## src/rtl/phase_ctrl.sv

```systemverilog
// phase_ctrl: multi-cycle instruction sequencer (fetch / decode / execute / memory).
// Steps the datapath through its phases, issues Mealy strobes for the IR, PC, RF and
// memory port, counts retired instructions and traps to a sticky fault on memory timeout.
module phase_ctrl #(
  parameter int unsigned MEM_TIMEOUT = 15,
  parameter int unsigned CNT_WIDTH   = 16
) (
  input  logic                 clk,
  input  logic                 reset,
  input  logic                 mem_rdy,
  input  logic                 op_mem,
  input  logic                 op_st,
  input  logic                 op_wb,
  input  logic                 op_br,
  input  logic                 cond,
  input  logic                 op_halt,
  input  logic                 run,
  output logic                 fetch_req,
  output logic                 data_req,
  output logic                 data_wr,
  output logic                 ic_en,
  output logic                 pc_inc,
  output logic                 pc_ld,
  output logic                 rf_we,
  output logic                 halted,
  output logic                 fault,
  output logic [2:0]           state,
  output logic [CNT_WIDTH-1:0] instret
);

  localparam int unsigned WAIT_W = 8;

  typedef enum logic [2:0] {
    S_FETCH  = 3'd0,
    S_DECODE = 3'd1,
    S_EXEC   = 3'd2,
    S_MEM    = 3'd3,
    S_HALT   = 3'd4,
    S_FAULT  = 3'd5
  } state_t;

  state_t            cur;
  state_t            nxt;
  logic [WAIT_W-1:0] wait_cnt;
  logic              timeout;
  logic              retire;
  logic              wait_inc;

  assign state = cur;

  // Memory wait bound reached; a zero bound never expires.
  assign timeout = (MEM_TIMEOUT != 0) && (wait_cnt == WAIT_W'(MEM_TIMEOUT));

  // State register, memory wait counter and retired-instruction counter.
  always_ff @(posedge clk) begin
    if (reset) begin
      cur      <= S_FETCH;
      wait_cnt <= '0;
      instret  <= '0;
    end else begin
      cur <= nxt;
      if (nxt != cur) begin
        wait_cnt <= '0;
      end else if (wait_inc) begin
        wait_cnt <= wait_cnt + WAIT_W'(1);
      end
      if (retire) begin
        instret <= instret + CNT_WIDTH'(1);
      end
    end
  end

  // Next-state and Mealy strobe decode; reset masks every strobe.
  always_comb begin
    nxt       = cur;
    retire    = 1'b0;
    wait_inc  = 1'b0;
    fetch_req = 1'b0;
    data_req  = 1'b0;
    data_wr   = 1'b0;
    ic_en     = 1'b0;
    pc_inc    = 1'b0;
    pc_ld     = 1'b0;
    rf_we     = 1'b0;
    halted    = 1'b0;
    fault     = 1'b0;
    case (cur)
      S_FETCH: begin
        fetch_req = 1'b1;
        if (mem_rdy) begin
          ic_en  = 1'b1;
          pc_inc = 1'b1;
          nxt    = S_DECODE;
        end else if (timeout) begin
          nxt = S_FAULT;
        end else begin
          wait_inc = 1'b1;
        end
      end
      S_DECODE: begin
        if (op_halt) begin
          nxt    = S_HALT;
          retire = 1'b1;
        end else if (op_mem) begin
          nxt = S_MEM;
        end else begin
          nxt = S_EXEC;
        end
      end
      S_EXEC: begin
        rf_we  = op_wb;
        pc_ld  = op_br & cond;
        nxt    = S_FETCH;
        retire = 1'b1;
      end
      S_MEM: begin
        data_req = 1'b1;
        data_wr  = op_st;
        if (mem_rdy) begin
          rf_we  = ~op_st;
          nxt    = S_FETCH;
          retire = 1'b1;
        end else if (timeout) begin
          nxt = S_FAULT;
        end else begin
          wait_inc = 1'b1;
        end
      end
      S_HALT: begin
        halted = 1'b1;
        if (run) begin
          nxt = S_FETCH;
        end
      end
      S_FAULT: begin
        fault = 1'b1;
      end
      default: begin
        nxt = S_FAULT;
      end
    endcase
    if (reset) begin
      fetch_req = 1'b0;
      data_req  = 1'b0;
      data_wr   = 1'b0;
      ic_en     = 1'b0;
      pc_inc    = 1'b0;
      pc_ld     = 1'b0;
      rf_we     = 1'b0;
      halted    = 1'b0;
      fault     = 1'b0;
    end
  end

endmodule

```

## config.mk

```make
export PLATFORM = sky130hd
export DESIGN_NAME = phase_ctrl
export DESIGN_NICKNAME = d
export VERILOG_FILES = /design/src/rtl/phase_ctrl.sv
export SDC_FILE = /design/constraint.sdc
export NUM_CORES = 1
export LEC_CHECK = 0
export BUFFER_PORTS_ARGS = -buffer_cell sky130_fd_sc_hd__buf_2
export CAP_MARGIN = 20
export CELL_PAD_IN_SITES_DETAIL_PLACEMENT = 0
export CELL_PAD_IN_SITES_GLOBAL_PLACEMENT = 1
export CORE_MARGIN = 5
export CORE_UTILIZATION = 39
export DETAILED_ROUTE_END_ITERATION = 10
export PLACE_DENSITY = 0.88
export SETUP_SLACK_MARGIN = 0.5
export SYNTH_ARGS = -nofsm -noshare
export SYNTH_HDL_FRONTEND = slang
export SYNTH_SLANG_ARGS = --single-unit
```

## constraint.sdc

```tcl
create_clock -name clk -period 2.5 [get_ports clk]
set_clock_uncertainty 0.1 [all_clocks]
set_input_delay 0.5 -clock clk [delete_from_list [all_inputs] [get_ports clk]]
set_output_delay 0.5 -clock clk [all_outputs]
set_load 0.02 [all_outputs]
```

After elaboration in Yosys (flattened, before gate mapping):

Cells that the tools add are included.

* add/sub/neg operators: 2
* eq/ne operators: 7
* mux-type cells: 30
* bitwise operators: 2
* reductions and logical operators: 3

Operators by type and width (count)
* 2-to-1 mux 1 bit: 22
* one-hot mux 3 bit (6 select lines): 1
* adder 16 x 1 -> 16 bit (second input constant): 1
* 2-to-1 mux 3 bit: 5
* adder 8 x 1 -> 8 bit (second input constant): 1
* equality test 8 x 4 -> 1 bit (second input constant): 1
* equality test 3 x 2 -> 1 bit (second input constant): 2
* equality test 3 bit (second input constant): 2
* OR reduction 2 bit: 2
* equality test 3 x 1 -> 1 bit (second input constant): 1
* logical NOT 3 bit: 1
* inequality test 3 bit: 1
* one-hot mux 1 bit (3 select lines): 1
* one-hot mux 1 bit (2 select lines): 1
* AND 1 bit: 1
* NOT 1 bit: 1

* flip-flop bits (word level): 27
* input port bits: 10
* output and inout port bits: 28
* word-level logic and storage cells: 47

Longest topological paths before layout:

Gate-level depths: netlist (run 1).

* depth after elaboration: 6
* gate-level depth with buffers: 7

Worst setup path before layout (run 1):

OpenSTA, ideal clock, no wires.

* kind: register to output
* start point: register cur[1] (netlist: state[1])
* end point: output pc_inc
* data arrival time: 1992 ps
* data required time: 1900 ps
* slack: -92 ps
* cell stages (with the launch flop): 6
* buffers on the path: 3
* cell sequence: dfxtp_1 > buf_6 > clkbuf_8 > nor4_1 > and2_1 > buf_4

* word-level cells in the longest chain between the ends: 3

Ends and longest elaborated chain
* start: declaration: RTL line 42 `state_t cur;`
* start signal: assignment: RTL line 61 `cur <= nxt;`
* logical NOT 3 bit
* 2-to-1 mux 1 bit (2 in a row)
* end: declaration: RTL line 22 `output logic pc_inc,`

No other way between the ends.

Final worst setup path (run 1):

* start point: input reset
* end point: output data_wr

* word-level cells in the longest chain between the ends: 1

Ends and longest elaborated chain
* start: declaration: RTL line 9 `input logic reset,`
* 2-to-1 mux 1 bit: RTL line 142 `if (reset) begin`
* end: declaration: RTL line 20 `output logic data_wr,`

No other way between the ends.

==> results.py, run 1 <==
metrics = {
    "run_status": {
        "status": "finished, final reports clean",
    },
    "clocking": {
        "cts_inserted_buffers": 3,
        "cts_buffer_depth": 2,
        "h-tree-depth": 1,
        "cts_sinks": 27,
        "clock_latency_ns": 0.27,
        "cts_root_buf": "clkbuf_8",
        "cts_tree": "yes",
        "clk_pin_slew_worst_paths_ns": 0.09,
    },
    "worst_setup_path": {
        "path_class": "primary input to primary output",
        "crit_required_ns": 1.90,
        "critical_path.max_stage_delay_ns": 0.28,
        "end_kind": "primary output",
        "worst-path-max-fanout": 15,
        "cp_slowest_cell": "buf_2",
        "crit_chain": "buf_2 -> nor2_2 -> and3_1 -> and2_1 -> buf_2",
        "worstReg2RegStart": "wait_cnt[0]$_SDFFE_PP0P_",
        "r2r_setup_slack_ns": 0.60,
        "worstRegToRegCells": 6,
        "cp_num_cells": 5,
        "start_kind": "primary input",
        "critPathTopFamily": "buffers and inverters",
        "timing.critical_path.buf_inv": 2,
        "crit_arrival_ns": 1.34,
        "cpMostUsedCell": "buf_2",
        "r2r_end": "wait_cnt[4]$_SDFFE_PP0P_",
    },
    "layout": {
        "utilization_pct": 47.9,
        "final_cell_mix": "35 x buf_2, 23 x dfxtp_1, 13 x nand2_1, 12 x nor2_1, 10 x a21oi_1",
        "nFillCells": 407,
        "final_common_cell": "buf_2",
        "drive_gt1_share_pct": 34.5,
        "areaGrowthSynthToFinish_pct": 20.4,
        "multi_input_area_um2": 966,
        "nNetsFinal": 236,
        "seqCellArea_um2": 553,
        "antenna_cells": 0,
    },
    "logic_synthesis": {
        "synth_edf_count": 0,
        "ys_top_cells_by_area": "dfxtp_1 34%, xnor2_1 5.0%, buf_6 3.6%, a21oi_1 3.5%, nand2_1 3.1%",
        "synthSimpleGateAreaFrac_pct": 34.1,
        "seq_area_frac_synth_pct": 34.2,
        "synth_xor_area_share_pct": 6.66,
        "ys_warn_count": 0,
        "synth_top_area_share_pct": 34.2,
        "ys_ff_latch": 27,
        "synth_fa_ha_area_share_pct": 1.58,
        "synth_area_leader_cell": "dfxtp_1",
        "synth_area_um2": 1580,
        "postSynth.asyncResetShare_pct": 0,
        "synth_top_family_by_area": "simple AND/OR/NAND/NOR gates",
        "syn_nets": 196,
        "ys.flop_type": "dfxtp_1",
        "syn_inst": 184,
        "synth_mux_area_share_pct": 2.14,
        "synth_compound_area_share_pct": 14.3,
        "avgSynthCellArea_um2": 8.58,
        "ys_types": 44,
    },
    "routing": {
        "detail-route-antenna-nets": 0,
        "drc_errors": 0,
        "wl_per_cell_um": 12.5,
        "drt_iter0_drc": 51,
        "drtPass1Iterations": 4,
        "drt_wl_total_um": 3410,
        "viasPerCell": 5.18,
        "dr_total_vias": 1415,
    },
    "timing": {
        "grt_setup_unrepaired": "true",
        "max_freq_mhz": 514,
        "layout_min_cycle_time_ns": 1.94,
        "min_period_over_period_pct": 77.8,
        "hold_viol": 0,
        "fin_ws_ns": 0.556,
        "tightest_slew_ns": 0.411,
        "slew_headroom_pct": 72.4,
        "slew_viol_final": 0,
        "hold_ws_ns": 0.391,
        "setup_viol": 0,
        "tns_ns": 0,
    },
    "placement": {
        "place.gp.congestion": 0.824,
        "pre_cts_slack_ns": 0.263,
        "hpwl_um": 2580,
        "numPortBuffers": 37,
    },
    "global_route": {
        "grt_pass1_wl_um": 5890,
        "grt_overflow": 0,
        "antenna_found_initial": 0,
        "grt_use_total_pct": 13.5,
        "grt_pass1_vias": 1303,
        "grt_max_degree": 16,
    },
    "power": {
        "pwr-share-comb_pct": 15.9,
        "p_sw_share_pct": 27.2,
        "leakage_nw": 0.749,
        "p_sw_mw": 0.225,
        "powerDensity_nw_per_um2": 434,
        "power_mw": 0.826,
        "seqPwrFrac_pct": 54.3,
        "ir_drop_v": 0.000476,
        "p_clk_share_pct": 29.8,
        "p_int_mw": 0.601,
    },
    "floorplan": {
        "die_w_um": 73.6,
        "dieArea_um2": 5420,
        "io_pins": 38,
        "start_util_pct": 39.8,
        "core_area_um2": 3970,
        "die_h_um": 73.6,
        "fp-row-count": 23,
    },
    "flow_run": {
        "maxCapViolCount": 0,
    },
    "min_path": {
        "worstHoldPathType": "register to register",
        "hold_depth": 2,
        "holdCritStartpoint": "instret[15]$_SDFFE_PP0P_",
        "hold-path-endpoint": "instret[15]$_SDFFE_PP0P_",
    },
}
==> synth_stat cells (3+ instances only) <==
library cell / number
nand4_1: 7
nor3_1: 4
or3_1: 6
inv_1: 7
nor4_1: 5
nor2_1: 13
o21ai_0: 8
xor2_1: 3
nor3b_1: 3
and3_1: 5
xnor2_1: 9
nand3_1: 6
nor2_2: 6
and2_1: 5
nand2_1: 13
mux2_2: 3
nand2b_1: 3
a21oi_1: 11
dfxtp_1: 27
nor2b_1: 5
buf_6: 5
==> repair_timing <==
action | 4_1_cts | 5_1_grt
buffers inserted | 0 | 2
pin swaps | 0 | 2
gates resized for setup | 9 | 6
endpoints found under the setup margin | 19 | 14
hold buffers | 0 | 0
==> worst max path at each step <==
stage / slack [ns] / end / start
detailed placement: 0.26 / wait_cnt[1]$_SDFFE_PP0P_ / op_halt
global placement: 0.29 / wait_cnt[1]$_SDFFE_PP0P_ / op_halt
CTS: 0.50 / ic_en / state[0]$_SDFF_PP0_
finish: 0.56 / data_wr / reset
global route: 0.48 / pc_ld / state[1]$_SDFF_PP0_
floorplan: 0.44 / pc_inc / state[0]$_SDFF_PP0_
==> per-layer routing <==
| metal | vias up | part of all wire (%) | GRT usage [%] |
|---|---|---|---|
| met5 | - | 0 | 0 |
| met4 | 0 | 0.44 | 2.41 |
| met3 | 2 | 5.3 | 3.97 |
| met2 | 19 | 49 | 21.9 |
| met1 | 656 | 45 | 17.8 |
| li1 | 738 | - | - |
==> cell families after synthesis <==
group / after synthesis
AO/OA/AOI/OAI: 33
XOR/XNOR: 12
adder cells (fa/ha/maj): 2
buffers and inverters: 16
flip-flops: 27
multiplexers: 3
AND/OR/NAND/NOR: 91
==> flip-flops by register name, summed over array words and instances, names as in the netlist <==
signal / count
state: 3
instret: 16
wait_cnt: 8
==> worst reg2reg max path, stage by stage (launching register included) <==
cell     delay, ns
dfxtp_2       0.35
ha_1          0.21
and3_4        0.21
a21oi_2       0.14
nor4_1        0.08
or4_4         0.62
nor2_2        0.14
==> power groups by stage <==
stage                     combinational [mW]  clock [mW]  sequential [mW]
after CTS                              0.130       0.257            0.449
after global placement                 0.123           0            0.460
after floorplan                       0.0994           0            0.459
final                                  0.131       0.246            0.449
after detailed placement               0.124           0            0.460
after global routing                   0.143       0.277            0.451
==> area by class of cell <==
cell class / count / share of cell area [%]
Tap cell: 50 / 3.29
Multi-Input combinational cell: 141 / 50.8
Clock inverter: 1 / 0.263
Inverter: 7 / 1.38
Sequential cell: 27 / 29.1
Clock buffer: 3 / 2.17
Timing Repair Buffer: 44 / 13.0
==> metrics by stage <==
stage	cell area, µm²	std cells
floorplan	1600	184
global placement	1800	267
detailed placement	1800	267
CTS	1870	271
global route	1900	273
finish	1900	273
Note: power is estimated with default switching activity, not from simulation.
==> run 2: changes to the inputs <==
--- a/config.mk
+++ b/config.mk
@@ -5,14 +5,15 @@
 export SDC_FILE = /design/constraint.sdc
 export NUM_CORES = 1
 export LEC_CHECK = 0
+export ABC_AREA = 1
 export BUFFER_PORTS_ARGS = -buffer_cell sky130_fd_sc_hd__buf_2
 export CAP_MARGIN = 20
 export CELL_PAD_IN_SITES_DETAIL_PLACEMENT = 0
 export CELL_PAD_IN_SITES_GLOBAL_PLACEMENT = 1
 export CORE_MARGIN = 5
-export CORE_UTILIZATION = 39
+export CORE_UTILIZATION = 32
 export DETAILED_ROUTE_END_ITERATION = 10
-export PLACE_DENSITY = 0.88
+export PLACE_DENSITY = 0.83
 export SETUP_SLACK_MARGIN = 0.5
 export SYNTH_ARGS = -nofsm -noshare
 export SYNTH_HDL_FRONTEND = slang
==> constraint.sdc (replaced) <==
create_clock -name clk -period 1.7 [get_ports clk]
set_clock_uncertainty 0.1 [all_clocks]
set_input_delay 0.34 -clock clk [delete_from_list [all_inputs] [get_ports clk]]
set_output_delay 0.34 -clock clk [all_outputs]
set_load 0.02 [all_outputs]
==> results.py, run 2 <==
metrics = {
    "logic_synthesis": {
        "ys_ff_latch": 27,
        "ys_types": 25,
        "avgSynthCellArea_um2": 6.58,
        "seq_area_frac_synth_pct": 36.8,
        "ys_warn_count": 0,
        "synth_area_leader_cell": "dfxtp_1",
        "syn_nets": 235,
        "synth_edf_count": 0,
        "ys.flop_type": "dfxtp_1",
        "ys_top_cells_by_area": "dfxtp_1 37%, nor2_1 10%, nand2_1 9.5%, inv_1 7.4%, a21oi_1 5.8%",
        "synth_top_area_share_pct": 36.8,
        "yosysMostFrequentCell": "nor2_1",
        "syn_inst": 223,
        "synth_common_cells": "41 x nor2_1, 37 x nand2_1, 29 x inv_1",
        "postSynth.asyncResetShare_pct": 0,
        "synth_area_um2": 1470,
    },
    "layout": {
        "final_cells": 348,
        "final_cell_mix": "32 x buf_6, 32 x buf_4, 29 x nor2_1, 28 x nand2_1, 22 x inv_1",
        "seqCellArea_um2": 594,
        "areaGrowthSynthToFinish_pct": 75.3,
        "drive_gt1_share_pct": 56.8,
        "largest_reg_flops": 16,
        "nNetsFinal": 309,
        "nFillCells": 381,
        "antenna_cells": 0,
        "multi_input_area_um2": 1090,
        "largest-register": "instret",
    },
    "worst_setup_path": {
        "crit_required_ns": 1.26,
        "end_kind": "primary output",
        "crit_arrival_ns": 1.31,
        "worst-path-max-fanout": 6,
        "r2r_setup_slack_ns": -0.01,
        "cp-startpoint": "state[0]$_SDFF_PP0_",
        "path_class": "register to primary output",
        "worstReg2RegStart": "state[1]$_SDFF_PP0_",
        "cp-endpoint": "ic_en",
        "r2r_end": "wait_cnt[6]$_SDFFE_PP0P_",
        "start_kind": "register",
        "worstRegToRegCells": 11,
    },
    "global_route": {
        "use_met2_pct": 24.3,
        "top_usage_layer": "met2",
        "grt_use_met1_pct": 14.7,
        "grt_max_degree": 17,
        "grt_overflow": 0,
        "grt_pass1_vias": 1551,
        "grt_util_met3_pct": 3.82,
        "antenna_found_initial": 0,
        "grt_use_total_pct": 13.0,
        "grt_pass1_wl_um": 6690,
    },
    "floorplan": {
        "start_util_pct": 33.2,
        "die_h_um": 77.7,
        "io_pins": 38,
        "dieArea_um2": 6040,
        "core_area_um2": 4410,
        "die_w_um": 77.7,
        "fp-row-count": 24,
    },
    "timing": {
        "max_freq_mhz": 570,
        "slew_headroom_pct": 71.1,
        "fin_ws_ns": -0.0544,
        "tightest_slew_ns": 0.433,
        "layout_min_cycle_time_ns": 1.75,
        "setup_viol": 9,
        "hold_viol": 0,
        "slew_viol_final": 0,
        "min_period_over_period_pct": 103,
        "grt_setup_unrepaired": "true",
    },
    "routing": {
        "viasPerCell": 4.66,
        "detail-route-antenna-nets": 0,
        "drc_errors": 0,
        "drt_wl_total_um": 4180,
        "drt_iter0_drc": 39,
        "dr_total_vias": 1621,
        "drtPass1Iterations": 4,
        "wl_per_cell_um": 12.0,
    },
    "clocking": {
        "clock_latency_ns": 0.27,
        "clk_pin_slew_worst_paths_ns": 0.10,
        "cts_tree": "yes",
        "cts_buffer_depth": 2,
        "cts_inserted_buffers": 3,
        "h-tree-depth": 1,
        "cts_root_buf": "clkbuf_8",
        "cts_hold_buf": 0,
        "cts_sinks": 27,
    },
    "min_path": {
        "worstHoldPathType": "primary input to register",
    },
    "flow_run": {
        "maxCapViolCount": 0,
    },
    "placement": {
        "numPortBuffers": 37,
        "place.gp.congestion": 0.837,
        "dp_cells": 314,
        "hpwl_um": 2760,
    },
    "run_status": {
        "status": "complete, but fails checks",
        "violations": "setup timing",
    },
    "power": {
        "ir_drop_v": 0.000444,
        "power_mw": 1.61,
        "powerDensity_nw_per_um2": 624,
        "leakage_nw": 1.08,
    },
}
## run 2: changes by cell type after synthesis, moves of 6 or more
cell	before	now
nand3_1	6	15
nand2_1	13	37
xnor2_1	9	3
nor3_1	4	11
inv_1	7	29
nor2_1	13	41
a21oi_1	11	17
or3_1	6	0
## run 2: critical path: stages, from the launching register on
cell and delay [ns]:
dfxtp_4 0.39, nor2_4 0.14, inv_2 0.07, nor2_4 0.09, inv_2 0.06, nor3_4 0.15
buf_6 0.15
## run 2: layer usage
metal / wire (µm) / vias to the layer above
li1: - / 862
met1: 1840 / 737
met2: 2180 / 20
met3: 142 / 2
met4: 12 / 0
met5: 0 / -
## run 2: timing repair
item,4_1_cts,5_1_grt
pin swaps,11,19
setup buffers,20,10
endpoints found under the setup margin,55,55
gates resized for setup,105,41
## run 2: cells by family after synthesis
logic type	synth area share (%)
AND/OR/NAND/NOR	36.6
adder cells (fa/ha/maj)	1.70
AO/OA/AOI/OAI	10.6
XOR/XNOR	4.18
buffers and inverters	10.1
flip-flops	36.8
## run 2: cell type report
type	count	area share (%)
sequential	27	23.1
clock inverter	1	0.292
clock buffer	3	1.61
timing repair buffer	74	25.3
multi-input combinational	160	42.6
tap	52	2.53
inverter	31	4.62
## run 2: worst min-delay path by stage
stage | slack [ns] | endpoint | from | cells after the start
finish | 0.34 | state[1]$_SDFF_PP0_ | reset | 2
CTS | 0.33 | state[1]$_SDFF_PP0_ | reset | 2
detailed placement | 0.36 | instret[3]$_SDFFE_PP0P_ | instret[3]$_SDFFE_PP0P_ | 1
global placement | 0.36 | instret[3]$_SDFFE_PP0P_ | instret[3]$_SDFFE_PP0P_ | 1
global route | 0.34 | state[2]$_SDFF_PP0_ | reset | 2
floorplan | 0.40 | wait_cnt[0]$_SDFFE_PP0P_ | wait_cnt[0]$_SDFFE_PP0P_ | 3
## run 2: through the flow
stage / TNS [ns] / util [%] / area, µm² / setup slack (ns) / hold WS (ns)
after floorplan: -0.0196 / - / 1600 / -0.0196 / 0.403
after global placement: 0 / 42.1 / 1860 / 0.0713 / 0.357
after detailed placement: 0 / 42.1 / 1860 / 0.0629 / 0.364
after CTS: -0.530 / 53.2 / 2350 / -0.0752 / 0.327
after global routing: -2.20 / 58.3 / 2570 / -0.147 / 0.336
final: -0.203 / 58.3 / 2570 / -0.0544 / 0.337
## run 2: report_power, final
part           switching [mW]  internal, mW
combinational           0.293         0.250
clock                   0.211         0.167
sequential             0.0380         0.648
==> run 3: changes to the inputs <==
--- a/config.mk
+++ b/config.mk
@@ -13,7 +13,7 @@
 export CORE_MARGIN = 5
 export CORE_UTILIZATION = 32
 export DETAILED_ROUTE_END_ITERATION = 10
-export PLACE_DENSITY = 0.83
+export PLACE_DENSITY = 0.73
 export SETUP_SLACK_MARGIN = 0.5
 export SYNTH_ARGS = -nofsm -noshare
 export SYNTH_HDL_FRONTEND = slang
==> results.py, run 3 (synthesized netlist as in run 2, its figures left out) <==
metrics = {
    "run_status": {
        "status": "complete, but fails checks",
        "violations": "setup timing",
    },
    "power": {
        "powerDensity_nw_per_um2": 619,
        "p_clk_share_pct": 23.3,
        "p_int_mw": 1.05,
        "p_sw_mw": 0.524,
        "ir_drop_v": 0.000356,
        "leakage_nw": 1.07,
        "power_mw": 1.57,
        "p_sw_share_pct": 33.3,
        "seqPwrFrac_pct": 43.5,
        "pwr-share-comb_pct": 33.2,
    },
    "layout": {
        "utilization_pct": 57.5,
        "nFillCells": 420,
        "areaGrowthSynthToFinish_pct": 73.1,
        "seqCellArea_um2": 599,
        "nNetsFinal": 308,
        "final_cell_mix": "33 x buf_4, 30 x buf_6, 26 x nor2_1, 26 x nand2_1, 22 x inv_1",
        "largest-register": "instret",
        "antenna_cells": 0,
        "multi_input_area_um2": 1070,
        "final_common_cell": "buf_4",
        "drive_gt1_share_pct": 54.9,
        "final_cells": 347,
        "stdcell_area_um2": 2540,
        "largest_reg_flops": 16,
    },
    "routing": {
        "drc_errors": 0,
        "drt_wl_total_um": 4130,
        "drt_iter0_drc": 38,
        "viasPerCell": 4.70,
        "detail-route-antenna-nets": 0,
        "dr_total_vias": 1632,
        "drtPass1Iterations": 4,
        "wl_per_cell_um": 11.9,
    },
    "global_route": {
        "antenna_found_initial": 0,
        "grt_use_total_pct": 13.6,
        "grt_pass1_wl_um": 6890,
        "grt_max_degree": 16,
        "grt_pass1_vias": 1563,
        "grt_overflow": 0,
    },
    "worst_setup_path": {
        "worst-path-max-fanout": 4,
        "r2r_end": "instret[10]$_SDFFE_PP0P_",
        "worstRegToRegCells": 11,
        "crit_required_ns": 1.26,
        "r2r_setup_slack_ns": -0.06,
        "worstReg2RegStart": "state[1]$_SDFF_PP0_",
        "end_kind": "primary output",
        "crit_arrival_ns": 1.35,
        "path_class": "register to primary output",
        "start_kind": "register",
    },
    "timing": {
        "slew_headroom_pct": 66.3,
        "tns_ns": -0.411,
        "layout_min_cycle_time_ns": 1.79,
        "max_freq_mhz": 560,
        "hold_viol": 0,
        "setup_viol": 10,
        "tightest_slew_ns": 0.506,
        "hold_ws_ns": 0.346,
        "slew_viol_final": 0,
        "min_period_over_period_pct": 105,
        "fin_ws_ns": -0.0865,
        "grt_setup_unrepaired": "true",
    },
    "min_path": {
        "worstHoldPathType": "primary input to register",
        "hold_depth": 4,
        "holdCritStartpoint": "op_halt",
        "hold-path-endpoint": "state[1]$_SDFF_PP0_",
    },
    "floorplan": {
        "core_area_um2": 4410,
        "dieArea_um2": 6040,
        "die_w_um": 77.7,
        "start_util_pct": 33.2,
        "die_h_um": 77.7,
        "io_pins": 38,
        "fp-row-count": 24,
    },
    "placement": {
        "numPortBuffers": 37,
        "place.gp.congestion": 0.739,
        "dp_cells": 313,
        "hpwl_um": 2840,
        "pre_cts_slack_ns": 0.0192,
        "dpl_cell_area_um2": 1850,
    },
    "clocking": {
        "clk_pin_slew_worst_paths_ns": 0.09,
        "cts_inserted_buffers": 3,
        "clock_latency_ns": 0.27,
        "cts_hold_buf": 0,
        "cts_sinks": 27,
        "cts_root_buf": "clkbuf_8",
        "h-tree-depth": 1,
        "cts_buffer_depth": 2,
        "cts_tree": "yes",
    },
    "flow_run": {
        "maxCapViolCount": 0,
    },
}
-- run 3: changes by cell type in the layout (fill, tap and decap cells not counted), sizes merged --
cell,delta
clkinvlp,-1
-- run 3: worst max-delay path by stage --
| stage | slack [ns] | start | end |
|---|---|---|---|
| floorplan | -0.02 | state[0]$_SDFF_PP0_ | pc_inc |
| global placement | 0.04 | mem_rdy | wait_cnt[0]$_SDFFE_PP0P_ |
| detailed placement | 0.02 | mem_rdy | wait_cnt[7]$_SDFFE_PP0P_ |
| CTS | -0.08 | state[1]$_SDFF_PP0_ | rf_we |
| global route | -0.17 | state[1]$_SDFF_PP0_ | rf_we |
| finish | -0.09 | state[1]$_SDFF_PP0_ | rf_we |
-- run 3: routing by layer --
layer  track usage [%]  share of wire (%)
met5                 0                  0
met4              3.78               0.34
met3              2.55                4.0
met2              23.7                 52
met1              17.0                 44
-- run 3: area by class of cell --
cell class / instances / share of cell area (%)
multi-input cells: 160 / 42.3
well taps: 52 / 2.56
flip-flops and latches: 27 / 23.6
repair buffers: 73 / 25.0
inverters: 31 / 4.78
clock buffers: 4 / 1.77
-- run 3: power by group through the flow --
stage	sequential (mW)	clock, mW	combinational (mW)
after floorplan	0.714	0	0.248
after global routing	0.689	0.418	0.569
final	0.685	0.366	0.522
after CTS	0.688	0.386	0.460
after global placement	0.708	0	0.333
after detailed placement	0.709	0	0.332
-- run 3: worst max-delay path, cell delays in order, from the launching register on --
cell and delay [ns]:
dfxtp_4 0.40, inv_4 0.05, nor2_4 0.10, nand2_2 0.07, nor2_1 0.08, nand2_1 0.09, a21oi_4 0.15, buf_6 0.13
-- run 3: repair_timing --
action / in CTS / in global routing
endpoints found under the setup margin: 55 / 55
gates resized for setup: 101 / 41
hold endpoints to repair: 0 / 0
pin swaps: 16 / 15
setup buffers: 19 / 11
